`src/rtl/semimips_pkg.sv`:
```
// semimips_pkg
// Widths and encodings shared across the semiMIPS pipeline.
//   DWIDTH      : data-path width
//   AWIDTH      : register-number width
//   REG_ZERO    : register number of the hard-wired zero register
//   MEMDATA_REG : memory-stage mux select for register-file data
//   MEMDATA_DM  : memory-stage mux select for data-memory data
package semimips_pkg;

  localparam int DWIDTH   = 32;
  localparam int AWIDTH   = 5;
  localparam int REG_ZERO = 0;

  localparam logic MEMDATA_REG = 1'b0;
  localparam logic MEMDATA_DM  = 1'b1;

endpackage

```
`src/rtl/exmem_reg_memfwd_detect.sv`:
```
// memfwd_detect
// Combinational detector for a load-to-store hazard that can only be
// resolved in MEM. It produces the next value of the memory-stage mux select.
// The select is MEMDATA_DM when a valid store in EX uses as its rt the
// destination of a valid, register-writing load that is now in MEM.
// Ports:
//   ex_valid, ex_memwrite, ex_rt        : the instruction about to enter MEM
//   mem_valid, mem_memread,
//   mem_regwrite, mem_wreg              : the instruction now in MEM
//   memdata_nxt                         : select to register for the store
module memfwd_detect #(
  parameter int AWIDTH = semimips_pkg::AWIDTH
) (
  input  logic              ex_valid,
  input  logic              ex_memwrite,
  input  logic [AWIDTH-1:0] ex_rt,
  input  logic              mem_valid,
  input  logic              mem_memread,
  input  logic              mem_regwrite,
  input  logic [AWIDTH-1:0] mem_wreg,
  output logic              memdata_nxt
);

  import semimips_pkg::*;

  logic store_in_ex;
  logic load_in_mem;
  logic rt_match;

  assign store_in_ex = ex_valid & ex_memwrite;
  assign load_in_mem = mem_valid & mem_memread & mem_regwrite;
  // $zero is never really written, so a store of $zero cannot depend on the load.
  assign rt_match    = (mem_wreg == ex_rt) && (ex_rt != AWIDTH'(REG_ZERO));

  assign memdata_nxt = (store_in_ex & load_in_mem & rt_match) ? MEMDATA_DM : MEMDATA_REG;

endmodule

```
`src/rtl/exmem_reg.sv`:
```
// exmem_reg
// EX/MEM pipeline register of the semiMIPS core. It latches the ALU result,
// the store data, the register fields and the control bits. It also registers
// the memory-stage mux select (memdata) for a store directly behind a load
// to the same register.
// Ports:
//   clk, rst            : clock, asynchronous active-high reset
//   stall, flush        : hold outputs / load a bubble (flush wins)
//   ex_*                : execute-stage instruction fields and control
//   mem_*               : registered copies for the memory stage
//   memdata             : mux select, 0 = register data, 1 = data-memory data
module exmem_reg #(
  parameter int DWIDTH = semimips_pkg::DWIDTH,
  parameter int AWIDTH = semimips_pkg::AWIDTH
) (
  input  logic              clk,
  input  logic              rst,
  input  logic              stall,
  input  logic              flush,
  input  logic              ex_valid,
  input  logic [DWIDTH-1:0] ex_aluout,
  input  logic [DWIDTH-1:0] ex_regdata,
  input  logic [AWIDTH-1:0] ex_rt,
  input  logic [AWIDTH-1:0] ex_wreg,
  input  logic              ex_memread,
  input  logic              ex_memwrite,
  input  logic              ex_regwrite,
  input  logic              ex_memtoreg,
  output logic              mem_valid,
  output logic [DWIDTH-1:0] mem_aluout,
  output logic [DWIDTH-1:0] mem_regdata,
  output logic [AWIDTH-1:0] mem_wreg,
  output logic [AWIDTH-1:0] mem_rt,
  output logic              mem_memread,
  output logic              mem_memwrite,
  output logic              mem_regwrite,
  output logic              mem_memtoreg,
  output logic              memdata
);

  logic              vld_p1;
  logic [DWIDTH-1:0] aluout_p1;
  logic [DWIDTH-1:0] regdata_p1;
  logic [AWIDTH-1:0] wreg_p1;
  logic [AWIDTH-1:0] rt_p1;
  logic              memread_p1;
  logic              memwrite_p1;
  logic              regwrite_p1;
  logic              memtoreg_p1;
  logic              memdata_p1;
  logic              memdata_nxt;

  // The detector looks at the instruction still in MEM (about to move to WB)
  // and the one entering from EX on the same edge.
  memfwd_detect #(
    .AWIDTH (AWIDTH)
  ) u_memfwd_detect (
    .ex_valid     (ex_valid),
    .ex_memwrite  (ex_memwrite),
    .ex_rt        (ex_rt),
    .mem_valid    (vld_p1),
    .mem_memread  (memread_p1),
    .mem_regwrite (regwrite_p1),
    .mem_wreg     (wreg_p1),
    .memdata_nxt  (memdata_nxt)
  );

  // ---- EX -> MEM stage boundary ----
  always_ff @(posedge clk or posedge rst) begin
    if (rst) begin
      vld_p1      <= 1'b0;
      aluout_p1   <= '0;
      regdata_p1  <= '0;
      wreg_p1     <= '0;
      rt_p1       <= '0;
      memread_p1  <= 1'b0;
      memwrite_p1 <= 1'b0;
      regwrite_p1 <= 1'b0;
      memtoreg_p1 <= 1'b0;
      memdata_p1  <= 1'b0;
    end else if (flush) begin
      // Bubbles are fully zeroed, including data, so they look the same every time.
      vld_p1      <= 1'b0;
      aluout_p1   <= '0;
      regdata_p1  <= '0;
      wreg_p1     <= '0;
      rt_p1       <= '0;
      memread_p1  <= 1'b0;
      memwrite_p1 <= 1'b0;
      regwrite_p1 <= 1'b0;
      memtoreg_p1 <= 1'b0;
      memdata_p1  <= 1'b0;
    end else if (!stall) begin
      // Data fields load unconditionally; only control is gated by ex_valid.
      vld_p1      <= ex_valid;
      aluout_p1   <= ex_aluout;
      regdata_p1  <= ex_regdata;
      wreg_p1     <= ex_wreg;
      rt_p1       <= ex_rt;
      memread_p1  <= ex_memread  & ex_valid;
      memwrite_p1 <= ex_memwrite & ex_valid;
      regwrite_p1 <= ex_regwrite & ex_valid;
      memtoreg_p1 <= ex_memtoreg & ex_valid;
      memdata_p1  <= memdata_nxt;
    end
  end

  assign mem_valid    = vld_p1;
  assign mem_aluout   = aluout_p1;
  assign mem_regdata  = regdata_p1;
  assign mem_wreg     = wreg_p1;
  assign mem_rt       = rt_p1;
  assign mem_memread  = memread_p1;
  assign mem_memwrite = memwrite_p1;
  assign mem_regwrite = regwrite_p1;
  assign mem_memtoreg = memtoreg_p1;
  assign memdata      = memdata_p1;

endmodule

```
`config.mk`:
```
export PLATFORM = sky130hd
export DESIGN_NAME = exmem_reg
export DESIGN_NICKNAME = d
export VERILOG_FILES = /design/src/rtl/semimips_pkg.sv /design/src/rtl/exmem_reg_memfwd_detect.sv /design/src/rtl/exmem_reg.sv
export SDC_FILE = /design/constraint.sdc
export NUM_CORES = 1
export LEC_CHECK = 0
export ABC_AREA = 1
export CAP_MARGIN = 20
export CORE_MARGIN = 1.5
export CORE_UTILIZATION = 43
export DETAILED_ROUTE_END_ITERATION = 10
export PLACE_DENSITY = 0.92
export SLEW_MARGIN = 5
export SYNTH_ARGS = -nofsm -noshare
export SYNTH_HDL_FRONTEND = slang
export SYNTH_HIERARCHICAL = 1
export SYNTH_SLANG_ARGS = --single-unit
```
`constraint.sdc`:
```
create_clock -name clk -period 4 [get_ports clk]
set_input_delay 0.4 -clock clk [delete_from_list [all_inputs] [get_ports clk]]
set_output_delay 0.4 -clock clk [all_outputs]
set_load 0.005 [all_outputs]
```
==> run_results.csv, run 1 <==
group,metric,value,unit
run_status,status,"complete, no violations",
yosys,synth_area_leaders,"dfrtp_1 63%, nand2_1 30%, buf_2 2.5%",
yosys,ys_ff_latch,80,
global_route,antenna_found_initial,0,
sta,tns,0,ns
layout,area_growth,59.0,%
worst_setup_path,worstPathMaxFanout,42,
worst_setup_path,crit_path_top_delay_cell,"nor2_4",
worst_setup_path,reg2reg_from,"mem_wreg[1]$_DFFE_PP0P_",
floorplanning,io_pins,163,
yosys,ys_warn_count,6,
layout,fin_nets,617,
clock_network,clock_path_buffers,2,
worst_setup_path,path_cells,"clkdlybuf4s50_1, inv_2, nor2_4, buf_4, nand2_1, nand2_1",
hold_path,hold_path.class,"in -> async",
yosys,synth_area,0.00316,mm2
sta,tightestPinTransition,0.913,ns
worst_setup_path,cp_num_buf_inv,3,
worst_setup_path,reg2reg_depth,8,
detailed_routing,firstDrtPassIters,5,
yosys,syn_avg_cell_area,8.44,um2
detailed_routing,wirelength,8440,um
power_and_ir_drop,leakagePower,2.54,nW
detailed_routing,drt_iter0_markers,83,
sta,post-route-min-period,2.14,ns
sta,holdWs,0.462,ns
layout,seqCellArea,0.00200,mm2
placed_design,dp.cells,622,
worst_setup_path,cp_top_family,"buffers and inverters",
clock_network,cts_root_buf,"clkbuf_8",
worst_setup_path,reg2reg_setup_slack,2.93,ns
clock_network,cts_hold_buf,0,
placed_design,place.gp.congestion,0.840,
worst_setup_path,cpPeakStageDelay,0.64,ns
clock_network,post_cts_buffers,0,
clock_network,numCtsBuffers,9,
sta,fin_skew,0.0108,ns
floorplanning,fp-row-count,31,
floorplanning,die_area,0.00787,mm2
yosys,synth_nets,457,
layout,multi_input_area,0.00103,mm2
yosys,synth_seq_area_share,63.4,%
worst_setup_path,crit_path_end_kind,"register",
clock_network,cts.sinks,80,
placed_design,hpwl,6180,um
detailed_routing,drc,0,
clock_network,clock_latency,0.33,ns
sta,setup_viol,0,
clock_network,clk_pin_slew,0.08,ns
floorplanning,core_area,0.00718,mm2
yosys,synth_top_area_cell,"dfrtp_1",
yosys,syn_inst,374,
detailed_routing,avgRoutedWirePerCell,13.3,um
power_and_ir_drop,ir_drop,0.187,mV
layout,insertedDiodeCount,0,
layout,final_area,0.00502,mm2
detailed_routing,viasPerCell,4.58,
global_route,grt_pass1_wl,13100,um
placed_design,portBuffers,162,
worst_setup_path,cp_common_cell,"nand2_1",
layout,fillers,567,
floorplanning,die_x,88.7,um
detailed_routing,postRouteAntennaNets,0,
worst_setup_path,start_kind,"input port",
yosys,synth_top_area_share,63.4,%
worst_setup_path,r2r-end,"memdata$_DFFE_PP0P_",
sta,fmax,468,MHz
sta,hold_violations,0,
clock_network,ctsHtreeMaxLevel,3,
detailed_routing,vias,2917,
sta,rsz0062_at_grt,"no",
global_route,grt_pass1_vias,2888,
placed_design,place_area,0.00485,mm2
sta,worst_slew_margin_rel,39.0,%
global_route,gr-total-overflow,0,
power_and_ir_drop,finalPower,1.67,mW
worst_setup_path,critPathKind,"in -> reg",
floorplanning,die_h,88.7,um
clock_network,cts_tree,"yes",
sta,slew_violations,0,
clock_network,cts_resized,0,
yosys,synth_cell_types,11,
power_and_ir_drop,power.density,333,mW/mm2
layout,stdcell_count,637,
layout,layout-drive-gt1-share,4.46,%
global_route,gr-usage-all-layers,21.7,%
floorplanning,initial_core_util,44.0,%
worst_setup_path,required,4.26,ns
sta,finalCritPeriodShare,53.5,%
worst_setup_path,cp.arrival,2.40,ns
run,cap_violations,0,
global_route,grt_max_degree,44,
sequential cells by signal, summed over array words and instances (netlist names), 5 cells and up:
| register | cells |
|---|---|
| mem_regdata | 32 |
| mem_aluout | 32 |
| mem_wreg | 5 |
| mem_rt | 5 |
worst max-delay path by stage:
stage	startpoint	end	slack, ns	cells past startpoint
2_1_floorplan	rst	mem_aluout[0]$_DFFE_PP0P_	1.55	1
3_3_place_gp	stall	mem_regdata[31]$_DFFE_PP0P_	1.62	6
3_5_place_dp	stall	mem_regdata[8]$_DFFE_PP0P_	1.54	6
4_1_cts	stall	mem_regdata[7]$_DFFE_PP0P_	1.87	6
5_1_grt	stall	mem_regdata[7]$_DFFE_PP0P_	1.71	6
6_report	stall	mem_regdata[7]$_DFFE_PP0P_	1.86	6
per-stage QoR:
step | setup slack (ns) | utilization (%)
floorplan | 1.55 | -
global placement | 1.62 | 67.6
detailed placement | 1.54 | 67.6
CTS | 1.87 | 70.0
global route | 1.71 | 70.0
finish | 1.86 | 70.0
cells in the mapped netlist, drive strengths merged:
| master | count |
|---|---|
| dfrtp | 80 |
| buf | 16 |
| inv | 12 |
| nor2 | 7 |
| a21oi | 1 |
| nand3 | 7 |
| nand2 | 251 |
layer usage:
metal  global-route usage (%)  wire length (um)
met1                     26.3              3320
met2                     37.0              4270
met3                     4.94               658
met4                     9.94               191
met5                        0                 0
cell families after synthesis:
| logic type | Yosys count | share of synthesized area, % |
|---|---|---|
| and+or+nand+nor | 265 | 32.5 |
| DFF | 80 | 63.4 |
| buffers and inverters | 28 | 3.96 |
| AOI/OAI and AO/OA | 1 | 0.158 |
where the power goes:
| group | internal [mW] | switching (mW) |
|---|---|---|
| Clock | 0.254 | 0.266 |
| Combinational | 0.166 | 0.108 |
| Sequential | 0.852 | 0.0276 |
| Total | 1.27 | 0.401 |
cell type report:
class,instances,share of cell area (%)
inverters,12,0.922
multi-input cells,266,20.5
well taps,99,2.47
clock buffers,12,3.09
flip-flops and latches,80,39.9
repair buffers,165,32.8
clock inverters,3,0.349
cells in the final DEF, fill, tap and decap left out:
master           count
nand2_1            251
clkdlybuf4s50_1    162
dfrtp_1             80
clkbuf_8            11
inv_1                9
nand3_1              6
nor2_1               4
clkinv_2             3
buf_4                3
inv_2                2
nor2_4               2
clkinvlp_4           1
clkbuf_1             1
a21oi_1              1
nand3_2              1
nor2_2               1
(Power assumes the default switching activity.)
==> run 2: changes to the inputs <==
- CORE_UTILIZATION: 43 -> 36
- PLACE_DENSITY: 0.92 -> 0.83
- clock period: 4 -> 1.9 ns (I/O delays scaled with it)
==> run 2 against run 1 <==
Utilization down 8.4 points. Via count down 0.58%. First-iteration DRC count up 51%. Largest cell class unchanged. Highest routed layer unchanged. Global-route usage down 3.6 points. Total power up 130%. Critical path depth down 5. Clock power rose to 2.7 times the previous value. Clock skew down 0.0045 ns. Sequential power up 110%. Routed wire length down 1.7%. Setup slack worse by 1.4 ns. Non-clock buffer count up 1.
==> run_results.csv, run 2 (synthesized netlist as in run 1, its figures left out) <==
group,metric,value,unit
sta,post-route-min-period,1.45,ns
sta,tightestPinTransition,0.548,ns
worst_setup_path,path_cells,"clkdlybuf4s50_1",
worst_setup_path,crit_path_end_kind,"output pin",
worst_setup_path,worstPathMaxFanout,4,
detailed_routing,m1WireLength,3540,um
floorplanning,fp-row-count,33,
worst_setup_path,cpPeakStageDelay,0.53,ns
detailed_routing,highest_layer,"met4",
floorplanning,die_area,0.00934,mm2
sta,fin_skew,0.00630,ns
detailed_routing,drt_iter0_markers,125,
power_and_ir_drop,ir_drop,0.346,mV
sta,setup_viol,0,
clock_network,ctsHtreeMaxLevel,3,
placed_design,portBuffers,162,
floorplanning,die_x,96.7,um
floorplanning,die_h,96.7,um
clock_network,cts_hold_buf,0,
worst_setup_path,start_kind,"register",
detailed_routing,drc,0,
worst_setup_path,cp.arrival,1.26,ns
clock_network,clk_pin_slew,0.08,ns
layout,final_cell_mix,"251 x nand2_1, 162 x clkdlybuf4s50_1, 80 x dfrtp_1",
floorplanning,core_area,0.00834,mm2
sta,slew_violations,0,
layout,layout-drive-gt1-share,4.46,%
sta,rsz0062_at_grt,"no",
global_route,grt_pass1_vias,2860,
detailed_routing,met3_length,606,um
worst_setup_path,crit_path_top_delay_cell,"clkdlybuf4s50_1",
worst_setup_path,required,1.71,ns
power_and_ir_drop,power.density,750,mW/mm2
placed_design,place_ws,0.427,ns
placed_design,hpwl,5920,um
run,cap_violations,0,
global_route,grt_max_degree,81,
detailed_routing,avgRoutedWirePerCell,12.9,um
run_status,status,"complete, no violations",
global_route,grt_pass1_wl,13900,um
sta,fin_ws,0.453,ns
hold_path,hold_path.class,"in -> async",
worst_setup_path,reg2reg_setup_slack,0.80,ns
clock_network,clock_path_buffers,2,
worst_setup_path,reg2reg_from,"mem_wreg[4]$_DFFE_PP0P_",
layout,mostFrequentLayoutCell,"nand2_1",
global_route,gr-usage-all-layers,18.1,%
worst_setup_path,reg2reg_depth,8,
clock_network,cts_tree,"yes",
global_route,antenna_found_initial,0,
layout,insertedDiodeCount,0,
layout,area_growth,62.7,%
sta,tns,0,ns
sta,holdWs,0.256,ns
worst_setup_path,cp_top_family,"buffers and inverters",
layout,fin_util,61.6,%
floorplanning,io_pins,163,
floorplanning,initial_core_util,37.9,%
worst_setup_path,r2r-end,"memdata$_DFFE_PP0P_",
detailed_routing,postRouteAntennaNets,0,
clock_network,cts_root_buf,"clkbuf_8",
sta,finalCritPeriodShare,76.2,%
layout,fin_nets,618,
sta,worst_slew_margin_rel,63.4,%
worst_setup_path,cp_num_buf_inv,1,
clock_network,post_cts_buffers,0,
global_route,gr-total-overflow,0,
detailed_routing,vias,2900,
power_and_ir_drop,leakagePower,2.58,nW
detailed_routing,wirelength,8300,um
detailed_routing,firstDrtPassIters,5,
clock_network,cts.sinks,80,
sta,hold_violations,0,
sta,fmax,691,MHz
clock_network,numCtsBuffers,9,
clock_network,clock_latency,0.33,ns
detailed_routing,viasPerCell,4.51,
placed_design,place.gp.congestion,0.809,
detailed_routing,wl_met2,4060,um
clock_network,cts_resized,0,
worst_setup_path,critPathKind,"reg -> out",
[run 2: changes by cell type in the layout (fill, tap and decap cells not counted)]
cell	delta
buf_12	+4
clkbuf_8	-2
clkinv_2	-2
buf_4	-3
bufinv_16	+3
[run 2: worst reg2reg max path: stages, from the launching register on]
cell,delay (ns)
dfrtp_1,0.38
inv_1,0.07
nand2_1,0.06
nand2_1,0.06
nor2_1,0.12
nand3_1,0.08
nor2_1,0.10
nand2_1,0.07
nand2_1,0.08
[run 2: stage by stage]
step	cell area [um2]	power (mW)	instances
after floorplan	3160	2.05	374
after global placement	4910	2.46	629
after detailed placement	4910	2.48	629
after CTS	5140	3.90	643
after global routing	5140	4.05	643
final	5140	3.85	643
[run 2: worst max-delay path by stage]
| stage | start | end | slack [ns] | depth (start not counted) |
|---|---|---|---|---|
| final | mem_wreg[0]$_DFFE_PP0P_ | mem_wreg[0] | 0.45 | 1 |
| after global routing | mem_wreg[0]$_DFFE_PP0P_ | mem_wreg[0] | 0.39 | 1 |
| after CTS | mem_wreg[0]$_DFFE_PP0P_ | mem_wreg[0] | 0.43 | 1 |
| after detailed placement | stall | mem_aluout[0]$_DFFE_PP0P_ | 0.43 | 6 |
| after global placement | stall | mem_memtoreg$_DFFE_PP0P_ | 0.47 | 6 |
| after floorplan | rst | mem_aluout[0]$_DFFE_PP0P_ | 0.80 | 1 |
[run 2: layout make-up]
class | count | area, um2
Multi-Input combinational cell | 266 | 1030
Clock inverter | 4 | 95.1
Fill cell | 727 | 3200
Sequential cell | 80 | 2000
Timing Repair Buffer | 166 | 1700
Inverter | 12 | 48.8
Clock buffer | 10 | 128
Tap cell | 105 | 131
[run 2: power breakdown]
group	internal, mW	total (mW)	switching (mW)
Sequential	1.79	1.85	0.0580
Combinational	0.362	0.587	0.225
Clock	0.858	1.41	0.557
[run 2: metal layers]
metal  up-vias  global-route usage, %
met5         -                      0
li1       1428                      -
met1      1338                   22.9
met4         0                   5.02
met2       126                   29.9
met3         8                   5.92
